$ cat config.mk
export PLATFORM = sky130hd
export DESIGN_NAME = board_clock_ctrl_flat
export DESIGN_NICKNAME = d
export VERILOG_FILES = /design/src/rtl/board_pkg.sv /design/src/rtl/board_clock_ctrl_if.sv /design/src/rtl/switch_debounce.sv /design/src/rtl/board_clock_ctrl.sv /design/src/flat_wrapper.sv
export SDC_FILE = /design/constraint.sdc
export NUM_CORES = 1
export LEC_CHECK = 0
export ABC_AREA = 1
export CORE_MARGIN = 2
export CORE_UTILIZATION = 45
export CTS_CLUSTER_SIZE = 25
export DETAILED_ROUTE_END_ITERATION = 12
export PLACE_DENSITY_LB_ADDON = 0.2
export SLEW_MARGIN = 20
export SYNTH_ARGS = -nofsm -noshare
export SYNTH_HDL_FRONTEND = slang
export SYNTH_HIERARCHICAL = 1
export SYNTH_SLANG_ARGS = --single-unit
$ cat constraint.sdc
create_clock -name core_clock -period 2.3 [get_ports core_clock]
set_clock_uncertainty 0.2 [all_clocks]
set_input_delay 0.23 -clock core_clock [delete_from_list [all_inputs] [get_ports core_clock]]
set_output_delay 0.23 -clock core_clock [all_outputs]
set_load 0.02 [all_outputs]
$ cat src/rtl/board_pkg.sv
// rtl/board_pkg.sv - shared defaults, mode encodings and helpers for board_clock_ctrl
package board_pkg;

  localparam int DEF_DIV_1K    = 33333;
  localparam int DEF_DIV_200K  = 166;
  localparam int DEF_DEB_DELAY = 333333;

  typedef enum logic [1:0] {
    MODE_0 = 2'd0,
    MODE_1 = 2'd1,
    MODE_2 = 2'd2,
    MODE_3 = 2'd3
  } mode_e;

  // Bits needed to hold the values 0..max_val (never less than one).
  function automatic int cnt_width(input int max_val);
    return (max_val < 2) ? 1 : $clog2(max_val + 1);
  endfunction

  // Lowest-numbered pressed button wins; no press keeps the current mode.
  function automatic mode_e next_mode(input logic [3:0] btn, input mode_e cur);
    if (btn[0]) return MODE_0;
    if (btn[1]) return MODE_1;
    if (btn[2]) return MODE_2;
    if (btn[3]) return MODE_3;
    return cur;
  endfunction

endpackage

$ cat src/rtl/board_clock_ctrl_if.sv
// rtl/board_clock_ctrl_if.sv - raw board switches in, clock enables and status out
interface board_clock_ctrl_if;
  logic       sw_step;
  logic       sw_step_en;
  logic       sw_power;
  logic [3:0] btn;
  logic       sys_reset;
  logic       step_enable;
  logic       game_tick;
  logic       cpu_clock;
  logic       clk_1k;
  logic       clk_200k;
  logic [1:0] mode;

  modport master (
    output sw_step, sw_step_en, sw_power, btn,
    input  sys_reset, step_enable, game_tick, cpu_clock, clk_1k, clk_200k, mode
  );

  modport slave (
    input  sw_step, sw_step_en, sw_power, btn,
    output sys_reset, step_enable, game_tick, cpu_clock, clk_1k, clk_200k, mode
  );
endinterface

$ cat src/rtl/switch_debounce.sv
// rtl/switch_debounce.sv - stable-count debouncer; output follows input after DELAY+2 quiet cycles
module switch_debounce
  import board_pkg::*;
#(
  parameter int DELAY = DEF_DEB_DELAY
) (
  input  logic core_clock,
  input  logic reset,
  input  logic i_raw,
  output logic o_clean
);

  localparam int                CW        = cnt_width(DELAY);
  localparam logic [CW-1:0]     COUNT_MAX = CW'(DELAY);

  logic          r_last;
  logic          r_clean;
  logic [CW-1:0] r_count;

  // Reset adopts the present switch level so power-up never produces a fake edge.
  always_ff @(posedge core_clock) begin
    if (reset) begin
      r_last  <= i_raw;
      r_clean <= i_raw;
      r_count <= '0;
    end else if (i_raw != r_last) begin
      r_last  <= i_raw;
      r_count <= '0;
    end else if (r_count == COUNT_MAX) begin
      r_clean <= r_last;
    end else begin
      r_count <= r_count + 1'b1;
    end
  end

  assign o_clean = r_clean;

endmodule

$ cat src/rtl/board_clock_ctrl.sv
// rtl/board_clock_ctrl.sv - slow clock dividers, switch debouncing, game tick / cpu clock and debug mode
module board_clock_ctrl
  import board_pkg::*;
#(
  parameter int DIV_1K    = DEF_DIV_1K,
  parameter int DIV_200K  = DEF_DIV_200K,
  parameter int DEB_DELAY = DEF_DEB_DELAY
) (
  input  logic               core_clock,
  input  logic               reset,
  board_clock_ctrl_if.slave  bus
);

  localparam int                 W1K       = cnt_width(DIV_1K - 1);
  localparam int                 W200K     = cnt_width(DIV_200K - 1);
  localparam logic [W1K-1:0]     LAST_1K   = W1K'(DIV_1K - 1);
  localparam logic [W200K-1:0]   LAST_200K = W200K'(DIV_200K - 1);

  logic [W1K-1:0]   r_cnt_1k;
  logic [W200K-1:0] r_cnt_200k;
  logic             r_clk_1k;
  logic             r_clk_200k;
  logic             w_wrap_1k;
  logic             w_wrap_200k;

  logic             w_step_clean;
  logic             w_step_en_clean;
  logic             w_pwr_off_clean;
  logic [3:0]       w_btn_clean;

  logic             r_step_d;
  logic             w_step_rise;
  logic             w_game_tick;
  logic [2:0]       r_div;
  mode_e            r_mode;

  assign w_wrap_1k   = (r_cnt_1k == LAST_1K);
  assign w_wrap_200k = (r_cnt_200k == LAST_200K);

  // The slow "clocks" are plain registered levels toggled on each wrap.
  always_ff @(posedge core_clock) begin
    if (reset) begin
      r_cnt_1k <= '0;
      r_clk_1k <= 1'b0;
    end else if (w_wrap_1k) begin
      r_cnt_1k <= '0;
      r_clk_1k <= ~r_clk_1k;
    end else begin
      r_cnt_1k <= r_cnt_1k + 1'b1;
    end
  end

  always_ff @(posedge core_clock) begin
    if (reset) begin
      r_cnt_200k <= '0;
      r_clk_200k <= 1'b0;
    end else if (w_wrap_200k) begin
      r_cnt_200k <= '0;
      r_clk_200k <= ~r_clk_200k;
    end else begin
      r_cnt_200k <= r_cnt_200k + 1'b1;
    end
  end

  switch_debounce #(.DELAY(DEB_DELAY)) u_deb_step (
    .core_clock (core_clock),
    .reset      (reset),
    .i_raw      (bus.sw_step),
    .o_clean    (w_step_clean)
  );

  switch_debounce #(.DELAY(DEB_DELAY)) u_deb_step_en (
    .core_clock (core_clock),
    .reset      (reset),
    .i_raw      (bus.sw_step_en),
    .o_clean    (w_step_en_clean)
  );

  // Debounce the power-off sense so a clean 1 means "board is off".
  switch_debounce #(.DELAY(DEB_DELAY)) u_deb_pwr (
    .core_clock (core_clock),
    .reset      (reset),
    .i_raw      (~bus.sw_power),
    .o_clean    (w_pwr_off_clean)
  );

  for (genvar gi = 0; gi < 4; gi++) begin : g_btn_deb
    switch_debounce #(.DELAY(DEB_DELAY)) u_deb_btn (
      .core_clock (core_clock),
      .reset      (reset),
      .i_raw      (bus.btn[gi]),
      .o_clean    (w_btn_clean[gi])
    );
  end

  always_ff @(posedge core_clock) begin
    if (reset) begin
      r_step_d <= 1'b0;
    end else begin
      r_step_d <= w_step_clean;
    end
  end

  assign w_step_rise = w_step_clean & ~r_step_d;
  assign w_game_tick = ~w_step_en_clean | w_step_rise;

  // A step advances by half the divider range so cpu_clock flips once per step.
  always_ff @(posedge core_clock) begin
    if (reset) begin
      r_div <= 3'd0;
    end else if (w_game_tick) begin
      r_div <= r_div + (w_step_en_clean ? 3'd4 : 3'd1);
    end
  end

  always_ff @(posedge core_clock) begin
    if (reset) begin
      r_mode <= MODE_0;
    end else begin
      r_mode <= next_mode(w_btn_clean, r_mode);
    end
  end

  assign bus.sys_reset   = reset | w_pwr_off_clean;
  assign bus.step_enable = w_step_en_clean;
  assign bus.game_tick   = w_game_tick;
  assign bus.cpu_clock   = r_div[2];
  assign bus.clk_1k      = r_clk_1k;
  assign bus.clk_200k    = r_clk_200k;
  assign bus.mode        = r_mode;

endmodule

$ cat src/flat_wrapper.sv
// flat-port wrapper written by rule: the top's interface ports become plain ports
module board_clock_ctrl_flat import board_pkg::*;
#(
  parameter int DIV_1K    = DEF_DIV_1K,
  parameter int DIV_200K  = DEF_DIV_200K,
  parameter int DEB_DELAY = DEF_DEB_DELAY
)
  (core_clock, reset, bus_sw_step, bus_sw_step_en, bus_sw_power, bus_btn, bus_sys_reset, bus_step_enable, bus_game_tick, bus_cpu_clock, bus_clk_1k, bus_clk_200k, bus_mode);
  board_clock_ctrl_if bus_i ();
  input  logic core_clock;
  input  logic reset;
  input wire logic [$bits(bus_i.sw_step)-1:0] bus_sw_step;
  input wire logic [$bits(bus_i.sw_step_en)-1:0] bus_sw_step_en;
  input wire logic [$bits(bus_i.sw_power)-1:0] bus_sw_power;
  input wire logic [$bits(bus_i.btn)-1:0] bus_btn;
  output wire logic [$bits(bus_i.sys_reset)-1:0] bus_sys_reset;
  output wire logic [$bits(bus_i.step_enable)-1:0] bus_step_enable;
  output wire logic [$bits(bus_i.game_tick)-1:0] bus_game_tick;
  output wire logic [$bits(bus_i.cpu_clock)-1:0] bus_cpu_clock;
  output wire logic [$bits(bus_i.clk_1k)-1:0] bus_clk_1k;
  output wire logic [$bits(bus_i.clk_200k)-1:0] bus_clk_200k;
  output wire logic [$bits(bus_i.mode)-1:0] bus_mode;
  assign bus_i.sw_step = bus_sw_step;
  assign bus_i.sw_step_en = bus_sw_step_en;
  assign bus_i.sw_power = bus_sw_power;
  assign bus_i.btn = bus_btn;
  assign bus_sys_reset = bus_i.sys_reset;
  assign bus_step_enable = bus_i.step_enable;
  assign bus_game_tick = bus_i.game_tick;
  assign bus_cpu_clock = bus_i.cpu_clock;
  assign bus_clk_1k = bus_i.clk_1k;
  assign bus_clk_200k = bus_i.clk_200k;
  assign bus_mode = bus_i.mode;
  board_clock_ctrl #(.DIV_1K(DIV_1K), .DIV_200K(DIV_200K), .DEB_DELAY(DEB_DELAY)) u_core (.core_clock(core_clock), .reset(reset), .bus(bus_i));
endmodule
After elaboration in Yosys (flattened, before gate mapping)
Index checks and enable logic that the tools add are counted.
{ "word_totals": {"word_cells": 158, "ff_bits": 179} }
{ "classes": {"bitwise_logic": 8, "n_addsub": 10, "n_eq_ne": 23, "n_reduce_logical": 31, "muxes": 58} }
{ "ops": {"columns": ["cell", "n"], "rows": [
  ["$add 19x1->19 const B", 7],
  ["$eq 19x19->1 const B", 7],
  ["$mux 1", 49],
  ["$reduce_bool 2->1", 14],
  ["$reduce_or 2->1", 9],
  ["$add 16x1->16 const B", 1],
  ["$eq 16x16->1 const B", 1],
  ["$mux 2", 8],
  ["$ne 2x2->1 const B", 7],
  ["$reduce_and 2->1", 7],
  ["$add 8x1->8 const B", 1],
  ["$eq 8x8->1 const B", 1],
  ["$ne 1x1->1", 7],
  ["$not 1->1", 5],
  ["$reduce_bool 4->1", 1],
  ["$add 3x3->3", 1],
  ["$mux 3", 1],
  ["$or 1x1->1", 2],
  ["$and 1x1->1", 1]
]} }

Longest topological paths before layout
Gate-level depths: netlist of run 1.
{ "logic_depth": {"depth_word": 15, "ltp_mapped": 8, "mapped_depth_nobuf": 8} }

Cells and area by module
The synthesis of run 1 kept the hierarchy.
{ "by_module_without_submodules": {"columns": ["module", "cells_per_inst", "n_inst", "area_per_inst_um2"], "rows": [
  ["switch_debounce", 157, 7, 1113.6],
  ["board_clock_ctrl", 215, 1, 1530.2]
]} }

Least setup slack after synthesis of run 1
Ideal clock, no wire load.
{ "synth_timing": {"path_type": "register -> register", "start": "register u_core.u_deb_step_en.r_clean (netlist: u_core/u_deb_step_en/o_clean)", "end": "register u_core.r_div[2]", "path_slack_ns": 0.684, "synth_period_minus_slack_ns": 1.616, "t_required_ns": 1.987, "n_path_buf": 0, "path_stages_with_launch": 9, "arrival_time_ns": 1.303, "cell_sequence": "edfxtp_1 -> inv_1 -> ha_1 -> ha_1 -> xnor2_1 -> nor2_1 -> nand2_1 -> nand2_1 -> nor2_1"} }
{ "synth_between": {"elab_chain_cells": 2} }
{ "synth_rtl": {"columns": ["item", "line", "source"], "rows": [
  ["from (decl)", "switch_debounce.sv:17", "logic r_clean;"],
  ["from (signal assigned)", "switch_debounce.sv:24", "r_clean <= i_raw;"],
  ["from (signal assigned)", "switch_debounce.sv:30", "r_clean <= r_last;"],
  ["$mux 3 / $not 1->1 (equally long branches)", "board_clock_ctrl.sv:112, board_clock_ctrl.sv:105", null],
  ["$add 3x3->3 / $or 1x1->1 (equally long branches)", "board_clock_ctrl.sv:112, board_clock_ctrl.sv:105", null],
  ["to (signal assigned)", "board_clock_ctrl.sv:112", "r_div <= r_div + (w_step_en_clean ? 3'd4 : 3'd1);"],
  ["to (decl)", "board_clock_ctrl.sv:34", "logic [2:0] r_div;"]
]} }
Parallel ways exist; a longest one is shown, timed or not.
A chain may end at the register's enable or synchronous reset.

Worst setup path in the final report of run 1
{ "layout_timing": {"start": "input reset", "end": "output bus_sys_reset"} }
{ "layout_between": {"elab_chain_cells": 1} }
{ "layout_rtl": {"columns": ["item", "line", "source"], "rows": [
  ["from (decl)", "flat_wrapper.sv:11", "input logic reset;"],
  ["$or 1x1->1", "board_clock_ctrl.sv:124", "assign bus.sys_reset = reset | w_pwr_off_clean;"],
  ["to (decl)", "flat_wrapper.sv:16", "output wire logic [$bits(bus_i.sys_reset)-1:0] bus_sys_reset;"]
]} }
Every way passes these cells.

==> flow_summary.yaml, run 1 <==
timing:
  slew_headroom_pct: 64.32
  whs_ps: 228.7
  min_period_ps: 2079
  hold_viol_final: 0
  setup_tns_ps: 0
  rsz0062_at_grt: "false"
  fin_crit_sh_pct: 90.38
  slew_viol_final: 0
  fmax_ghz: 0.4810
  worst_slew_pin_slew_ps: 531.7
  setup_viol: 0
finish:
  layout-drive-gt1-share_pct: 7.924
  fill_cells: 2005
  final_cells: 1633
  antenna_cells: 0
  syn_to_final_growth_pct: 12.04
  layout.nets: 1379
  mostFrequentLayoutCells: "220 x nand2_1, 211 x nor2_1, 178 x inv_1, 165 x dfxtp_1, 114 x nand3_1"
  mostFrequentLayoutCell: "nand2_1"
synth:
  netlist_area_mm2: 0.009325
  synth_cell_types: 31
  avgSynthCellArea_um2: 7.097
  synth_nets: 1343
  yosys_warnings: 6
  syn_inst: 1314
  yosysSeqAreaShare_pct: 39.93
  ys_ff_latch: 179
setup_path:
  crit_family: "buffers and inverters"
  path_class: "input pin to primary output"
  end_kind: "primary output"
  start_kind: "input pin"
  cp.arrival_ps: 1650
  critical-path-slowest-cell: "clkdlybuf4s50_1"
  cp.buffers_inverters: 2
  critPathRequiredTime_ps: 1870
  path_common_cell: "clkdlybuf4s50_1"
  path_cells: "clkdlybuf4s50_1, or2_2, clkdlybuf4s50_1"
  crit_fanout: 3
  cp_slowest_stage_delay_ps: 540
global_routing:
  grtUsageTotal_pct: 17.61
  grt_max_degree: 17
  antenna_found_initial: 0
  grt_pass1_vias: 7422
  gr-total-overflow: 0
  grt_pass1_wl_um: 32620
floorplan:
  rows: 52
  core_mm2: 0.02030
  ios: 17
  initial_core_util_pct: 45.94
  chipHeight_um: 148.0
  die_w_um: 148.0
  die_area_mm2: 0.02189
placement:
  post-place-cells: 1601
  port_buffers: 16
  gp_congestion: 0.8005
  hpwlAfterDp_um: 13640
detailed_routing:
  wl_met3_um: 381
  ant_nets: 0
  drt-vias-per-instance: 4.965
  route.vias.total: 8108
  wl_um: 18480
  wl_met1_um: 9445
  wl_met2_um: 8441
  routed.top_layer: "met4"
  route.detailed.drc: 0
  dr.pass1.iters: 6
  post_drt_wl_per_cell_um: 11.32
  drtIter0Drc: 452
clocking:
  clkTransAtPathRegs_ps: 60
  clock_latency_ps: 420
  cts_buffer_depth: 2
  htree_num_levels: 4
  cts_root_buf: "clkbuf_16"
  cts_tree: "yes"
  cts_made_buffers: 17
  cts.sinks: 179
outcome:
  status: "complete, no violations"
job:
  drv_cap: 0
power:
  power.internal_uw: 5071
  p_comb_share_pct: 5.5
  p_leak_uw: 0.003637
  ir_drop_v: 0.0004337
  power_frac_clock_pct: 44.9
  p_sw_uw: 1498
  p_seq_share_pct: 49.7
  switching_share_pct: 22.80
  p_per_area_mw_per_mm2: 628.7
min_path:
  holdCritPathClass: "input pin to flip-flop"
==> through the flow <==
stage | instance area (um2) | power (uW) | util, % | setup WS [ps]
final | 10450 | 6569 | 51.47 | 221.2
after CTS | 10450 | 6683 | 51.45 | 37.35
after global placement | 9841 | 3689 | 48.48 | 171.7
after detailed placement | 9841 | 3696 | 48.48 | 123.9
after global routing | 10450 | 6856 | 51.47 | 187.6
after floorplan | 9325 | 3568 | - | 683.8
==> timing repair <==
action | 4_1_cts | 5_1_grt
buffers inserted | 0 | 0
setup endpoints to repair | 0 | 1
resized for setup | 0 | 1
hold buffers | 0 | 0
==> Yosys cell counts <==
cell / number / share of area (%)
or2_2: 2 / 0.13
nand3_1: 114 / 6.1
a21boi_0: 7 / 0.56
nor2_8: 7 / 1.5
nor3b_1: 1 / 0.081
xor2_1: 19 / 1.8
nor2_2: 7 / 0.47
inv_2: 7 / 0.28
nor3_1: 30 / 1.6
nand3_2: 8 / 0.86
clkinv_1: 7 / 0.28
nand4_1: 55 / 3.7
nor2_1: 211 / 8.5
edfxtp_1: 14 / 4.5
nand2_4: 1 / 0.12
buf_8: 1 / 0.16
a31oi_1: 1 / 0.067
o21ai_0: 59 / 3.2
o21bai_1: 8 / 0.64
o21ai_1: 9 / 0.48
inv_1: 178 / 7.2
a21oi_1: 108 / 5.8
buf_2: 7 / 0.38
nand3b_1: 1 / 0.081
xnor2_1: 12 / 1.1
dfxtp_1: 165 / 35
mux2_2: 7 / 0.85
nand2_2: 14 / 0.94
ha_1: 20 / 2.7
nor2_4: 14 / 1.7
nand2_1: 220 / 8.9
==> sequential cells by signal, indices dropped and copies added, names as in the netlist, 3 cells and up <==
name / cells
u_core/g_btn_deb.u_deb_btn/o_clean: 4
u_core/g_btn_deb.u_deb_btn/r_count: 76
u_core/g_btn_deb.u_deb_btn/r_last: 4
u_core/r_cnt_1k: 16
u_core/r_cnt_200k: 8
u_core/r_div: 3
u_core/u_deb_pwr/r_count: 19
u_core/u_deb_step/r_count: 19
u_core/u_deb_step_en/r_count: 19
==> logic make-up after synthesis <==
kind of cell,Yosys count,synth area share [%]
and+or+nand+nor,685,34.64
buffers and inverters,200,8.265
AOI/OAI and AO/OA,192,10.72
DFF,179,39.93
xor gates and xnor gates,31,2.912
adders and majority gates,20,2.683
muxes,7,0.8453
==> routing by layer <==
layer / GRT usage (%) / vias up
met4: 5.000 / 0
li1: - / 4358
met5: 0 / -
met3: 3.241 / 13
met2: 28.91 / 54
met1: 23.80 / 3683
==> final cells by class <==
cell class	count	area (um2)	area share, %
Multi-Input combinational cell	935	4831	46.24
Clock buffer	20	478.0	4.575
Inverter	192	720.7	6.898
Timing Repair Buffer	25	230.2	2.204
Clock inverter	12	126.4	1.210
Sequential cell	179	3724	35.64
Tap cell	270	337.8	3.234
==> power by group through the flow <==
stage	clock, uW	sequential (uW)	combinational (uW)
after floorplan	0	3320	245
after global placement	0	3330	357
after detailed placement	0	3330	363
after CTS	3050	3260	366
after global routing	3170	3270	417
final	2950	3260	359
==> path summary, 6_finish.rpt <==
| path | slack [ps] | start | depth (start not counted) | end |
|---|---|---|---|---|
| worst min-delay path | 230 | bus_sw_power | 2 | u_core/u_deb_pwr/r_last |
| worst max-delay path | 220 | reset | 3 | bus_sys_reset |
| worst max register to register | 610 | u_core/g_btn_deb[3].u_deb_btn/r_count[4] | 6 | u_core/g_btn_deb[3].u_deb_btn/o_clean |
| worst min register to register | 240 | u_core/g_btn_deb[1].u_deb_btn/o_clean | 1 | u_core/bus.mode[1] |
No activity file was read; power rests on OpenSTA's default activity.
==> run 2: changes to the inputs <==
--- a/config.mk
+++ b/config.mk
@@ -5,7 +5,7 @@
 export SDC_FILE = /design/constraint.sdc
 export NUM_CORES = 1
 export LEC_CHECK = 0
-export ABC_AREA = 1
+export CAP_MARGIN = 10
 export CORE_MARGIN = 2
 export CORE_UTILIZATION = 45
 export CTS_CLUSTER_SIZE = 25
==> flow_summary.yaml, run 2 <==
power:
  p_sw_uw: 1492
  ir_drop_v: 0.0004722
  p_leak_uw: 0.003485
  power.internal_uw: 5266
  p_comb_share_pct: 5.3
  p_per_area_mw_per_mm2: 658.8
  power_frac_clock_pct: 46.3
  p_seq_share_pct: 48.3
  switching_share_pct: 22.08
setup_path:
  cp_slowest_stage_delay_ps: 650
  path_class: "flip-flop to primary output"
  cp.buffers_inverters: 2
  crit_family: "buffers and inverters"
  end_kind: "primary output"
  timing.rr.start: "u_core/g_btn_deb[2].u_deb_btn/r_count[0]"
  worstSetupPathDepth: 3
  crit-reg2reg-capture: "u_core/g_btn_deb[2].u_deb_btn/o_clean"
  ff2ff_setup_slack_ps: 260
  critPathRequiredTime_ps: 1870
  rr_worst_depth: 5
  path_cells: "inv_1, o21ai_0, clkdlybuf4s50_1"
  cp.arrival_ps: 1650
  critical-path-slowest-cell: "clkdlybuf4s50_1"
  crit_fanout: 2
  start_kind: "flip-flop"
synth:
  avgSynthCellArea_um2: 9.299
  synth_area_leaders: "dfxtp_1 37%, xnor2_1 5.6%, nor2_1 5.2%, edfxtp_1 4.7%, xor2_1 4.2%"
  synth_edf_count: 14
  netlist_area_mm2: 0.008927
  async_flop_share_pct: 0
  syn_inst: 960
  synth.most_common_cell: "dfxtp_1"
  synth_cell_types: 49
  synth_nets: 989
  ys.flop_type: "dfxtp_1"
  yosysSeqAreaShare_pct: 41.71
  yosys_warnings: 6
  ys_ff_latch: 179
  netlist.area_leader.share_pct: 37.00
  ys_top_cells_by_count: "165 x dfxtp_1, 124 x nor2_1, 66 x nand2_1"
  yosys.area.top_type: "dfxtp_1"
placement:
  pre_cts_ws_ps: 212.8
  gp_congestion: 0.8331
  hpwlAfterDp_um: 12170
  dpl_cell_area_mm2: 0.009609
  port_buffers: 16
finish:
  mostFrequentLayoutCells: "165 x dfxtp_1, 124 x nor2_1, 66 x nand2_1, 57 x xnor2_1, 55 x nor3_1"
  antenna_cells: 0
  post-route-util_pct: 52.70
  mostFrequentLayoutCell: "dfxtp_1"
  layout.nets: 1041
  fin_area_mm2: 0.01026
  largest_reg_flops: 76
  layout-drive-gt1-share_pct: 12.68
  regMostFlops: "u_core/g_btn_deb.u_deb_btn/r_count"
  syn_to_final_growth_pct: 14.90
floorplan:
  rows: 51
  initial_core_util_pct: 45.87
  die_area_mm2: 0.02098
  ios: 17
  core_mm2: 0.01946
  die_w_um: 144.9
  chipHeight_um: 144.9
detailed_routing:
  dr.pass1.iters: 5
  drtIter0Drc: 392
  drt-vias-per-instance: 5.314
  wl_um: 17420
  route.vias.total: 6855
  post_drt_wl_per_cell_um: 13.50
  route.detailed.drc: 0
  ant_nets: 0
clocking:
  cts_made_buffers: 17
  cts_tree: "yes"
  cts_buffer_depth: 2
  cts_hold_buf: 0
  clock_latency_ps: 430
  htree_num_levels: 4
  ctsResizeCount: 0
  cts_setup_buffers: 0
  clkTransAtPathRegs_ps: 60
  cts.sinks: 179
  cts_root_buf: "clkbuf_16"
timing:
  rsz0062_at_grt: "false"
  min_period_ps: 2083
  setup_viol: 0
  fin_crit_sh_pct: 90.58
  fin_ws_ps: 216.7
  worst_slew_pin_slew_ps: 429.0
  slew_viol_final: 0
  slew_headroom_pct: 71.00
  whs_ps: 167.7
  fmax_ghz: 0.4800
  hold_viol_final: 0
  setup_tns_ps: 0
global_routing:
  antenna_found_initial: 0
  grt_max_degree: 17
  grt_pass1_vias: 6279
  gr-total-overflow: 0
  grt_pass1_wl_um: 30170
  grtUsageTotal_pct: 17.68
min_path:
  hold_path_depth: 3
  hp-start: "reset"
  hold_end: "u_core/g_btn_deb[0].u_deb_btn/r_count[3]"
  holdCritPathClass: "input pin to flip-flop"
job:
  drv_cap: 0
outcome:
  status: "complete, no violations"
==> run 2: cell types whose count changed in the layout (fill, tap and decap cells not counted), moves of 15 or more <==
cell,change
nand2_1,-154
inv_1,-140
a21oi_1,-93
nor2_1,-87
nand3_1,-77
xnor2_1,+45
o21ai_0,-37
nor4_1,+30
buf_4,+25
nor3_1,+25
xor2_1,+24
nor4b_1,+15
==> run 2: layout make-up <==
| cell class | count | area [um2] |
|---|---|---|
| well taps | 265 | 331.6 |
| fillers | 1785 | 9205 |
| flip-flops and latches | 179 | 3724 |
| clock inverters | 11 | 145.1 |
| multi-input cells | 718 | 4955 |
| repair buffers | 51 | 430.4 |
| inverters | 45 | 168.9 |
| clock buffers | 21 | 503.0 |
==> run 2: cell families (layout without fill, tap and decap cells) <==
kind of cell	Yosys count	count (layout)	synth area share (%)
AND/OR/NAND/NOR	489	489	34.11
flip-flops	179	179	41.71
XOR/XNOR	100	100	9.811
AO/OA/AOI/OAI	93	93	6.882
buffers and inverters	63	128	2.789
adder cells (fa/ha/maj)	20	20	2.803
multiplexers	16	16	1.892
==> run 2: worst register-to-register path, stage by stage, from the launching register on <==
cell,delay (ps)
dfxtp_1,420
ha_1,190
nor4bb_1,290
nand3_1,190
or2_1,310
o21bai_1,150
==> run 2: layer usage <==
layer / part of all wire, % / vias to the layer above / GRT usage, %
met1: 52 / 3170 / 24.94
met5: 0 / - / 0
met4: 0.91 / 0 / 4.752
met3: 2.3 / 11 / 3.850
li1: - / 3610 / -
met2: 45 / 64 / 27.38
==> run 2: worst max-delay path by stage <==
stage	end	startpoint	slack [ps]
after floorplan	u_core/g_btn_deb[0].u_deb_btn/o_clean	u_core/g_btn_deb[0].u_deb_btn/r_count[0]	460
after global placement	u_core/u_deb_step_en/r_last	bus_sw_step_en	210
after detailed placement	u_core/u_deb_step_en/r_last	bus_sw_step_en	210
after CTS	bus_game_tick	u_core/u_deb_step/o_clean	170
after global routing	bus_game_tick	u_core/u_deb_step/o_clean	100
final	bus_game_tick	u_core/u_deb_step/o_clean	220
==> run 2: power groups by stage <==
stage | Clock (uW) | Combinational, uW | Sequential, uW
floorplan | 0 | 208 | 3330
global placement | 0 | 360 | 3340
detailed placement | 0 | 361 | 3340
CTS | 3220 | 364 | 3270
global route | 3350 | 402 | 3280
finish | 3130 | 360 | 3270
==> run 2: per-stage QoR <==
stage | cells | total power, uW
6_report | 1290 | 6758
5_1_grt | 1290 | 7026
4_1_cts | 1290 | 6854
3_5_place_dp | 1258 | 3697
3_3_place_gp | 1258 | 3696
2_1_floorplan | 960 | 3536
